**config.mk**
```make
export PLATFORM = sky130hd
export DESIGN_NAME = pkt_proc_flat
export DESIGN_NICKNAME = d
export VERILOG_FILES = /design/src/rtl/pkt_proc_if.sv /design/src/rtl/pkt_proc.sv /design/src/flat_wrapper.sv
export SDC_FILE = /design/constraint.sdc
export NUM_CORES = 1
export LEC_CHECK = 0
export ABC_CLOCK_PERIOD_IN_PS = 2400
export CORE_ASPECT_RATIO = 1.4
export CORE_MARGIN = 2
export CORE_UTILIZATION = 25
export DETAILED_ROUTE_END_ITERATION = 7
export HOLD_SLACK_MARGIN = 0.1
export PLACE_DENSITY = 0.57
export SLEW_MARGIN = 15
export SYNTH_ARGS = -nofsm -noshare
export SYNTH_HDL_FRONTEND = slang
export SYNTH_SLANG_ARGS = --single-unit
```
**constraint.sdc**
```tcl
create_clock -name clk -period 2.4 [get_ports clk]
set_input_delay 0.24 -clock clk [delete_from_list [all_inputs] [get_ports clk]]
set_output_delay 0.24 -clock clk [all_outputs]
set_load 0.01 [all_outputs]
```
**src/rtl/pkt_proc_if.sv**
```systemverilog
// Memory bus between pkt_proc (master) and the packet buffer (slave).
// Byte addressed; data is right-justified and big-endian within the used lanes.
interface pkt_proc_if #(
  parameter int ADDR_W = 32,
  parameter int DATA_W = 32
);
  logic              mem_ce_o;
  logic              mem_we_o;
  logic [ADDR_W-1:0] mem_addr_o;
  logic [3:0]        mem_width_o;
  logic [DATA_W-1:0] mem_data_o;
  logic [DATA_W-1:0] mem_data_i;

  modport master (
    output mem_ce_o, mem_we_o, mem_addr_o, mem_width_o, mem_data_o,
    input  mem_data_i
  );

  modport slave (
    input  mem_ce_o, mem_we_o, mem_addr_o, mem_width_o, mem_data_o,
    output mem_data_i
  );
endinterface

```
**src/rtl/pkt_proc.sv**
```systemverilog
// IPv4 forwarding touch-up: checks EtherType, decrements TTL in place and
// patches the header checksum incrementally, one memory access per cycle.
module pkt_proc #(
  parameter int ADDR_W = 32,
  parameter int DATA_W = 32
) (
  input  logic              clk,
  input  logic              rst,
  input  logic              start_i,
  input  logic [ADDR_W-1:0] pkt_addr_i,
  pkt_proc_if.master        mem,
  output logic              ready_o
);

  typedef enum logic [3:0] {
    S_IDLE,
    S_RD_ETYPE,
    S_WT_ETYPE,
    S_RD_TTL,
    S_WT_TTL,
    S_WR_TTL,
    S_RD_CSUM,
    S_WT_CSUM,
    S_WR_CSUM,
    S_DONE
  } state_t;

  localparam logic [15:0] ETYPE_IPV4 = 16'h0800;

  state_t            r_state;
  state_t            w_next;
  logic              r_start;
  logic [ADDR_W-1:0] r_base;
  logic [7:0]        r_ttl;
  logic [15:0]       r_csum;
  logic              r_ready;

  logic              w_accept;
  logic [16:0]       w_csum_sum;
  logic [15:0]       w_csum_new;
  logic              w_ce;
  logic              w_we;
  logic [ADDR_W-1:0] w_addr;
  logic [3:0]        w_width;
  logic [DATA_W-1:0] w_data;
  logic              w_unused_data;

  assign w_accept = start_i && !r_start && (r_state == S_IDLE || r_state == S_DONE);

  // Decrementing TTL lowers the high byte of its header word by one, so the
  // stored (complemented) checksum rises by 0x0100 with end-around carry.
  assign w_csum_sum = {1'b0, mem.mem_data_i[15:0]} + 17'h00100;
  assign w_csum_new = w_csum_sum[15:0] + {15'b0, w_csum_sum[16]};

  assign w_unused_data = ^mem.mem_data_i[DATA_W-1:16];

  always_ff @(posedge clk) begin
    // NOTE: non-blocking assignments so every register sees pre-edge values.
    if (rst) r_state <= S_IDLE;
    else     r_state <= w_next;
  end

  always_ff @(posedge clk) begin
    if (rst) begin
      r_start <= 1'b0;
      r_base  <= '0;
      r_ttl   <= '0;
      r_csum  <= '0;
      r_ready <= 1'b0;
    end else begin
      r_start <= start_i;
      if (w_accept)              r_base <= pkt_addr_i;
      if (r_state == S_WT_TTL)   r_ttl  <= mem.mem_data_i[7:0];
      if (r_state == S_WT_CSUM)  r_csum <= w_csum_new;
      r_ready <= (w_next == S_DONE);
    end
  end

  always_comb begin
    // NOTE: defaults first, so no path through the case can infer a latch.
    w_next  = r_state;
    w_ce    = 1'b0;
    w_we    = 1'b0;
    w_addr  = '0;
    w_width = '0;
    w_data  = '0;
    unique case (r_state)
      S_IDLE, S_DONE: if (w_accept) w_next = S_RD_ETYPE;
      S_RD_ETYPE: begin
        w_ce    = 1'b1;
        w_addr  = r_base + ADDR_W'(12);
        w_width = 4'd2;
        w_next  = S_WT_ETYPE;
      end
      S_WT_ETYPE: w_next = (mem.mem_data_i[15:0] == ETYPE_IPV4) ? S_RD_TTL : S_DONE;
      S_RD_TTL: begin
        w_ce    = 1'b1;
        w_addr  = r_base + ADDR_W'(22);
        w_width = 4'd1;
        w_next  = S_WT_TTL;
      end
      S_WT_TTL: w_next = (mem.mem_data_i[7:0] == 8'd0) ? S_DONE : S_WR_TTL;
      S_WR_TTL: begin
        w_ce    = 1'b1;
        w_we    = 1'b1;
        w_addr  = r_base + ADDR_W'(22);
        w_width = 4'd1;
        w_data  = DATA_W'(r_ttl - 8'd1);
        w_next  = S_RD_CSUM;
      end
      S_RD_CSUM: begin
        w_ce    = 1'b1;
        w_addr  = r_base + ADDR_W'(24);
        w_width = 4'd2;
        w_next  = S_WT_CSUM;
      end
      S_WT_CSUM: w_next = S_WR_CSUM;
      S_WR_CSUM: begin
        w_ce    = 1'b1;
        w_we    = 1'b1;
        w_addr  = r_base + ADDR_W'(24);
        w_width = 4'd2;
        w_data  = DATA_W'(r_csum);
        w_next  = S_DONE;
      end
      default: w_next = S_IDLE;
    endcase
  end

  // The bus is muted while rst is high so the reset cycle itself cannot
  // issue an access from the state being aborted.
  assign mem.mem_ce_o    = w_ce && !rst;
  assign mem.mem_we_o    = w_we && !rst;
  assign mem.mem_addr_o  = rst ? '0 : w_addr;
  assign mem.mem_width_o = rst ? '0 : w_width;
  assign mem.mem_data_o  = rst ? '0 : w_data;
  assign ready_o         = r_ready;

endmodule

```
**src/flat_wrapper.sv**
```systemverilog
// flat-port wrapper written by rule: the top's interface ports become plain ports
module pkt_proc_flat 
#(
  parameter int ADDR_W = 32,
  parameter int DATA_W = 32
)
  (clk, rst, start_i, pkt_addr_i, ready_o, mem_mem_ce_o, mem_mem_we_o, mem_mem_addr_o, mem_mem_width_o, mem_mem_data_o, mem_mem_data_i);
  pkt_proc_if #(.ADDR_W(ADDR_W), .DATA_W(DATA_W)) mem_i ();
  input  logic clk;
  input  logic rst;
  input  logic start_i;
  input  logic [ADDR_W-1:0] pkt_addr_i;
  output logic ready_o;
  output wire logic [$bits(mem_i.mem_ce_o)-1:0] mem_mem_ce_o;
  output wire logic [$bits(mem_i.mem_we_o)-1:0] mem_mem_we_o;
  output wire logic [$bits(mem_i.mem_addr_o)-1:0] mem_mem_addr_o;
  output wire logic [$bits(mem_i.mem_width_o)-1:0] mem_mem_width_o;
  output wire logic [$bits(mem_i.mem_data_o)-1:0] mem_mem_data_o;
  input wire logic [$bits(mem_i.mem_data_i)-1:0] mem_mem_data_i;
  assign mem_mem_ce_o = mem_i.mem_ce_o;
  assign mem_mem_we_o = mem_i.mem_we_o;
  assign mem_mem_addr_o = mem_i.mem_addr_o;
  assign mem_mem_width_o = mem_i.mem_width_o;
  assign mem_mem_data_o = mem_i.mem_data_o;
  assign mem_i.mem_data_i = mem_mem_data_i;
  pkt_proc #(.ADDR_W(ADDR_W), .DATA_W(DATA_W)) u_core (.clk(clk), .rst(rst), .start_i(start_i), .pkt_addr_i(pkt_addr_i), .mem(mem_i), .ready_o(ready_o));
endmodule
```
Word level (Yosys, flattened, before mapping)
Cells that the tools add are included.
Widths: inputs -> output; s select.
{"block": "op_classes", "addsub": 6, "n_reduce_logical": 15, "n_eq_ne": 11, "muxes": 12}
{"operator": "$pmux 32 s3", "n": 1}
{"operator": "$add 32x5->32 const B", "n": 2}
{"operator": "$mux 32", "n": 2}
{"operator": "$pmux 32 s2", "n": 1}
{"operator": "$pmux 4 s9", "n": 1}
{"operator": "$add 32x4->32 const B", "n": 1}
{"operator": "$add 16x9->17 const B", "n": 1}
{"operator": "$add 16x1->16", "n": 1}
{"operator": "$eq 16x12->1 const B", "n": 1}
{"operator": "$eq 4x3->1 const B", "n": 4}
{"operator": "$eq 4x4->1 const B", "n": 3}
{"operator": "$mux 4", "n": 3}
{"operator": "$sub 8x1->9 const B", "n": 1}
{"operator": "$eq 4x2->1 const B", "n": 2}
{"operator": "$logic_not 8->1", "n": 1}
{"operator": "$reduce_or 2->1", "n": 4}
{"operator": "$reduce_or 5->1", "n": 1}
{"operator": "$eq 4x1->1 const B", "n": 1}
{"operator": "$logic_and 1x1->1", "n": 4}
{"operator": "$logic_not 4->1", "n": 1}
{"operator": "$pmux 2 s2", "n": 1}
{"operator": "$reduce_or 3->1", "n": 1}
{"operator": "$logic_not 1->1", "n": 2}
{"operator": "$mux 1", "n": 2}
{"operator": "2 further kinds", "n": 2}
{"block": "word_totals", "output_inout_bits": 71, "word_cells": 50, "regBits": 62, "in_bits": 67}

Depth between registers and ports, before layout
{"block": "depth", "ltp_word": 6, "mapped_depth": 11, "mapped_depth_nobuf": 10}

Least setup slack after synthesis
No wires, ideal clock.
{"block": "synth_path", "path_type": "register to output", "from": "reg u_core.r_state[3]", "to": "out mem_mem_data_o[17]", "stages_incl_launch_ff": 9, "t_required_ns": 2.160, "n_path_buf": 4, "path_slack_ns": -0.096, "t_arrival_ns": 2.256, "path_cell_list": "dfxtp_1 buf_2 nand2b_1 or3_1 clkbuf_1 or4_1 clkbuf_1 inv_1 buf_4"}
{"block": "synth_between", "elab_chain_len": 3, "elab_cells_between_ends": 4, "classes_between": "eq/ne: 2; mux: 2"}
{"item": "start, declared", "line": "pkt_proc.sv:30", "text": "state_t r_state;"}
{"item": "start signal, assigned", "line": "pkt_proc.sv:60", "text": "else r_state <= w_next;"}
{"item": "$eq 4x4->1 / $eq 4x3->1 (equally long branches)", "line": "pkt_proc.sv:87", "text": "unique case (r_state)"}
{"item": "$pmux 32 s2 (*)", "line": "pkt_proc.sv:87"}
{"item": "$mux 32 (*)", "line": "pkt_proc.sv:136", "text": "assign mem.mem_data_o = rst ? '0 : w_data;"}
{"item": "end, declared", "line": "flat_wrapper.sv:18", "text": "output wire logic [$bits(mem_i.mem_data_o)-1:0] mem_mem_data_o;"}
Every way passes the cells marked *; elsewhere a longest branch is shown, timed or not.

Final worst setup path
{"block": "layout_path", "from": "reg u_core.r_base[7]", "to": "out mem_mem_addr_o[30]"}
{"block": "layout_between", "elab_chain_len": 3, "elab_cells_between_ends": 5, "classes_between": "add/sub: 3; mux: 2"}
{"item": "start, declared", "line": "pkt_proc.sv:33", "text": "logic [ADDR_W-1:0] r_base;"}
{"item": "start signal, assigned", "line": "pkt_proc.sv:72", "text": "if (w_accept) r_base <= pkt_addr_i;"}
{"item": "$add 32x5->32, or another cell as far along", "line": "pkt_proc.sv:113, pkt_proc.sv:121"}
{"item": "$pmux 32 s3 (*)", "line": "pkt_proc.sv:87"}
{"item": "$mux 32 (*)", "line": "pkt_proc.sv:134", "text": "assign mem.mem_addr_o = rst ? '0 : w_addr;"}
{"item": "end, declared", "line": "flat_wrapper.sv:16", "text": "output wire logic [$bits(mem_i.mem_addr_o)-1:0] mem_mem_addr_o;"}
Marks and branches as above.

==> out/results.tsv <==
metric	value	unit
max_freq	376.8	MHz
p_per_area	397.4	nW/µm²
dr_total_vias	6817	
crit_path_start_kind	register	
worst_pin_slew	0.5603	ns
clockBufferDepth	2	
r2r-end	u_core.ready_o	
cts_buffers	9	
first_pass_iters	5	
synth_cell_types	57	
hold_buffers	0	
crit_buf_inv	1	
fp.dieH	172.5	µm
start_util	25.54	%
synth_top_cell_area_share	24.49	%
r2r_start	u_core.r_state[0]	
synth_edf_count	0	
yosysWarnings	0	
cts_tree	done	
grt_antenna_before_repair	0	
synthTopCellsByArea	dfxtp_1 (24%), nand2_1 (12%), a21oi_1 (9.4%), o21ai_0 (4.3%), xnor2_1 (4.0%)	
crit_path_max_fanout	2	
setup_tns	-4.713	ns
critPathArrivalTime	2.41	ns
grt_pass1_vias	6647	
pin_count	138	
utilization	47.98	%
synth_commonest_cells	nand2_1 (158), a21oi_1 (95), dfxtp_1 (62)	
netlist_area	5067	µm²
synthMuxAreaShare	0	%
async_reset_ff_share	0	%
drv_slew	0	
reg2regPathDepth	9	
fp-row-count	61	
hold_class	reg2reg	
pre_cts_ws	-0.4197	ns
drive_above_1_share	46.02	%
rsz0062_at_grt	yes	
place_congestion	0.9004	
hold_viol_final	0	
clock_skew	0.005615	ns
wirelength	21810	µm
grt_pass1_wl	33330	µm
crit_required	2.16	ns
drt_iter0_drc	423	
drcViolationCount	0	
synthXorXnorAreaFrac	7.086	%
worstSetupEndpointType	output port	
ir_drop	0.2592	mV
setup_viol	46	
synthCells	758	
wire_per_inst	16.51	µm
clkTransAtPathRegs	0.05	ns
dieWidth	124.3	µm
routed_via_density	5.160	
synth_top_family_by_area	simple AND/OR/NAND/NOR gates	
diodes	0	
violations	negative setup slack	
cts-root-buf	clkbuf_16	
portBuffers	119	
clk_latency	0.34	ns
grt-ovfl-total	0	
period_needed	2.654	ns
critical_path_class	reg2out	
synth_seq_area_share	24.49	%
cpPeakStageDelay	0.55	ns
synth_largest_area_cell	dfxtp_1	
p_leak	3.938	nW
hpwlAfterDp	15800	µm
synth_simple_gate_area_share	33.31	%
coreArea	19840	µm²
syn_area_per_cell	6.685	µm²
period_share	110.6	%
critPathSlowestCell	or4_4	
die_area	21440	µm²
track_usage	19.38	%
fillers	1924	
fin_ws	-0.2543	ns
endpoint	mem_mem_addr_o[30]	
critPathTopFamily	simple AND/OR/NAND/NOR gates	
crit_start	u_core.r_base[7]	
cp_cell_sequence	nand4_1, or3_4, or4_4, a21o_1, a21oi_2, a21oi_2, buf_2	
cp.depth	7	
max_cap_violations	0	
clock-sinks	62	
regToRegSetupSlack	0.55	ns
cpMostUsedCell	a21oi_2	
ys_seq_elements	62	
area_growth	87.90	%
maxSlewHeadroom	62.31	%
nNetsFinal	1145	
grt_max_degree	42	
yosysMostFrequentCell	nand2_1	
synth-compound-area-share	23.78	%
final_antenna_net_count	0	
htreeDepth	3	
synthFlopType	dfxtp_1	
status	finished with violations	
synthAdderAreaFrac	3.457	%
## area by class of cell
type / instances / area, µm² / area share, %
Inverter: 14 / 72.57 / 0.7622
Tap cell: 252 / 315.3 / 3.311
Timing Repair Buffer: 364 / 3158 / 33.17
Clock buffer: 12 / 256.5 / 2.694
Multi-Input combinational cell: 612 / 4385 / 46.06
Timing Repair inverter: 1 / 16.27 / 0.1708
Sequential cell: 62 / 1272 / 13.36
Clock inverter: 4 / 45.04 / 0.4731
## layout by cell type, fill, tap and decap left out, types with 18 or more instances in the layout
cell type | Yosys | final
nand2_1 | 158 | 144
dfxtp_1 | 62 | 47
buf_2 | 7 | 29
nor2_1 | 51 | 40
nand3_1 | 23 | 21
xnor2_1 | 23 | 20
a21oi_1 | 95 | 70
xor2_1 | 18 | 18
clkdlybuf4s50_1 | 0 | 49
o21ai_0 | 44 | 23
a21oi_2 | 0 | 22
buf_4 | 18 | 182
buf_6 | 0 | 84
## through the flow
| step | hold WS, ns | total power, W | std cells | area (µm²) |
|---|---|---|---|---|
| global route | 0.4464 | 0.003971 | 1321 | 9522 |
| finish | 0.4485 | 0.003783 | 1321 | 9522 |
| CTS | 0.4379 | 0.003700 | 1303 | 9000 |
| detailed placement | 0.4446 | 0.002173 | 1254 | 7717 |
| global placement | 0.4407 | 0.002172 | 1254 | 7717 |
| floorplan | 0.3682 | 0.001608 | 759 | 5079 |
## state kept, by name, indices dropped and copies added, names as in the netlist
signal	flops
u_core.r_base	32
u_core.r_csum	16
u_core.r_start	1
u_core.r_state	4
u_core.r_ttl	8
u_core.ready_o	1
## worst min-delay path, cell delays in order (launching register included)
cell and delay [ns]:
dfxtp_1 0.30, nand2_1 0.05, a21oi_1 0.05
## where the power goes
| part | switching [W] | internal, W |
|---|---|---|
| logic | 0.000681 | 0.000657 |
| clock network | 0.000455 | 0.000854 |
| registers | 0.0000484 | 0.00109 |
| total | 0.00118 | 0.00260 |
## routing by layer
layer	part of all wire, %	GRT usage [%]
met5	0	0
met4	3.1	8.598
met3	5.1	3.280
met2	54	37.85
met1	38	20.26
## timing repair
action,4_1_cts,5_1_grt
buffers inserted,32,22
resized for setup,477,117
pin swaps,71,67
gates cloned,2,0
hold endpoints to repair,0,0
setup endpoints to repair,69,67
## how the worst min path moves through the flow
stage	startpoint	endpoint	slack (ns)	cells after the start
floorplan	start_i	u_core.r_start	0.37	1
global placement	u_core.r_base[0]	u_core.r_base[0]	0.44	2
detailed placement	u_core.r_base[0]	u_core.r_base[0]	0.44	2
CTS	pkt_addr_i[23]	u_core.r_base[23]	0.44	3
global route	pkt_addr_i[23]	u_core.r_base[23]	0.45	3
finish	u_core.r_base[0]	u_core.r_base[0]	0.45	2
## cell families (layout without fill, tap and decap cells)
logic type,count (synthesis),after routing
adder cells (fa/ha/maj),14,14
AND/OR/NAND/NOR,350,350
other,1,2
AO/OA/AOI/OAI,205,205
buffers and inverters,85,395
XOR/XNOR,41,41
flip-flops,62,62
No activity file was read; power rests on OpenSTA's default activity.
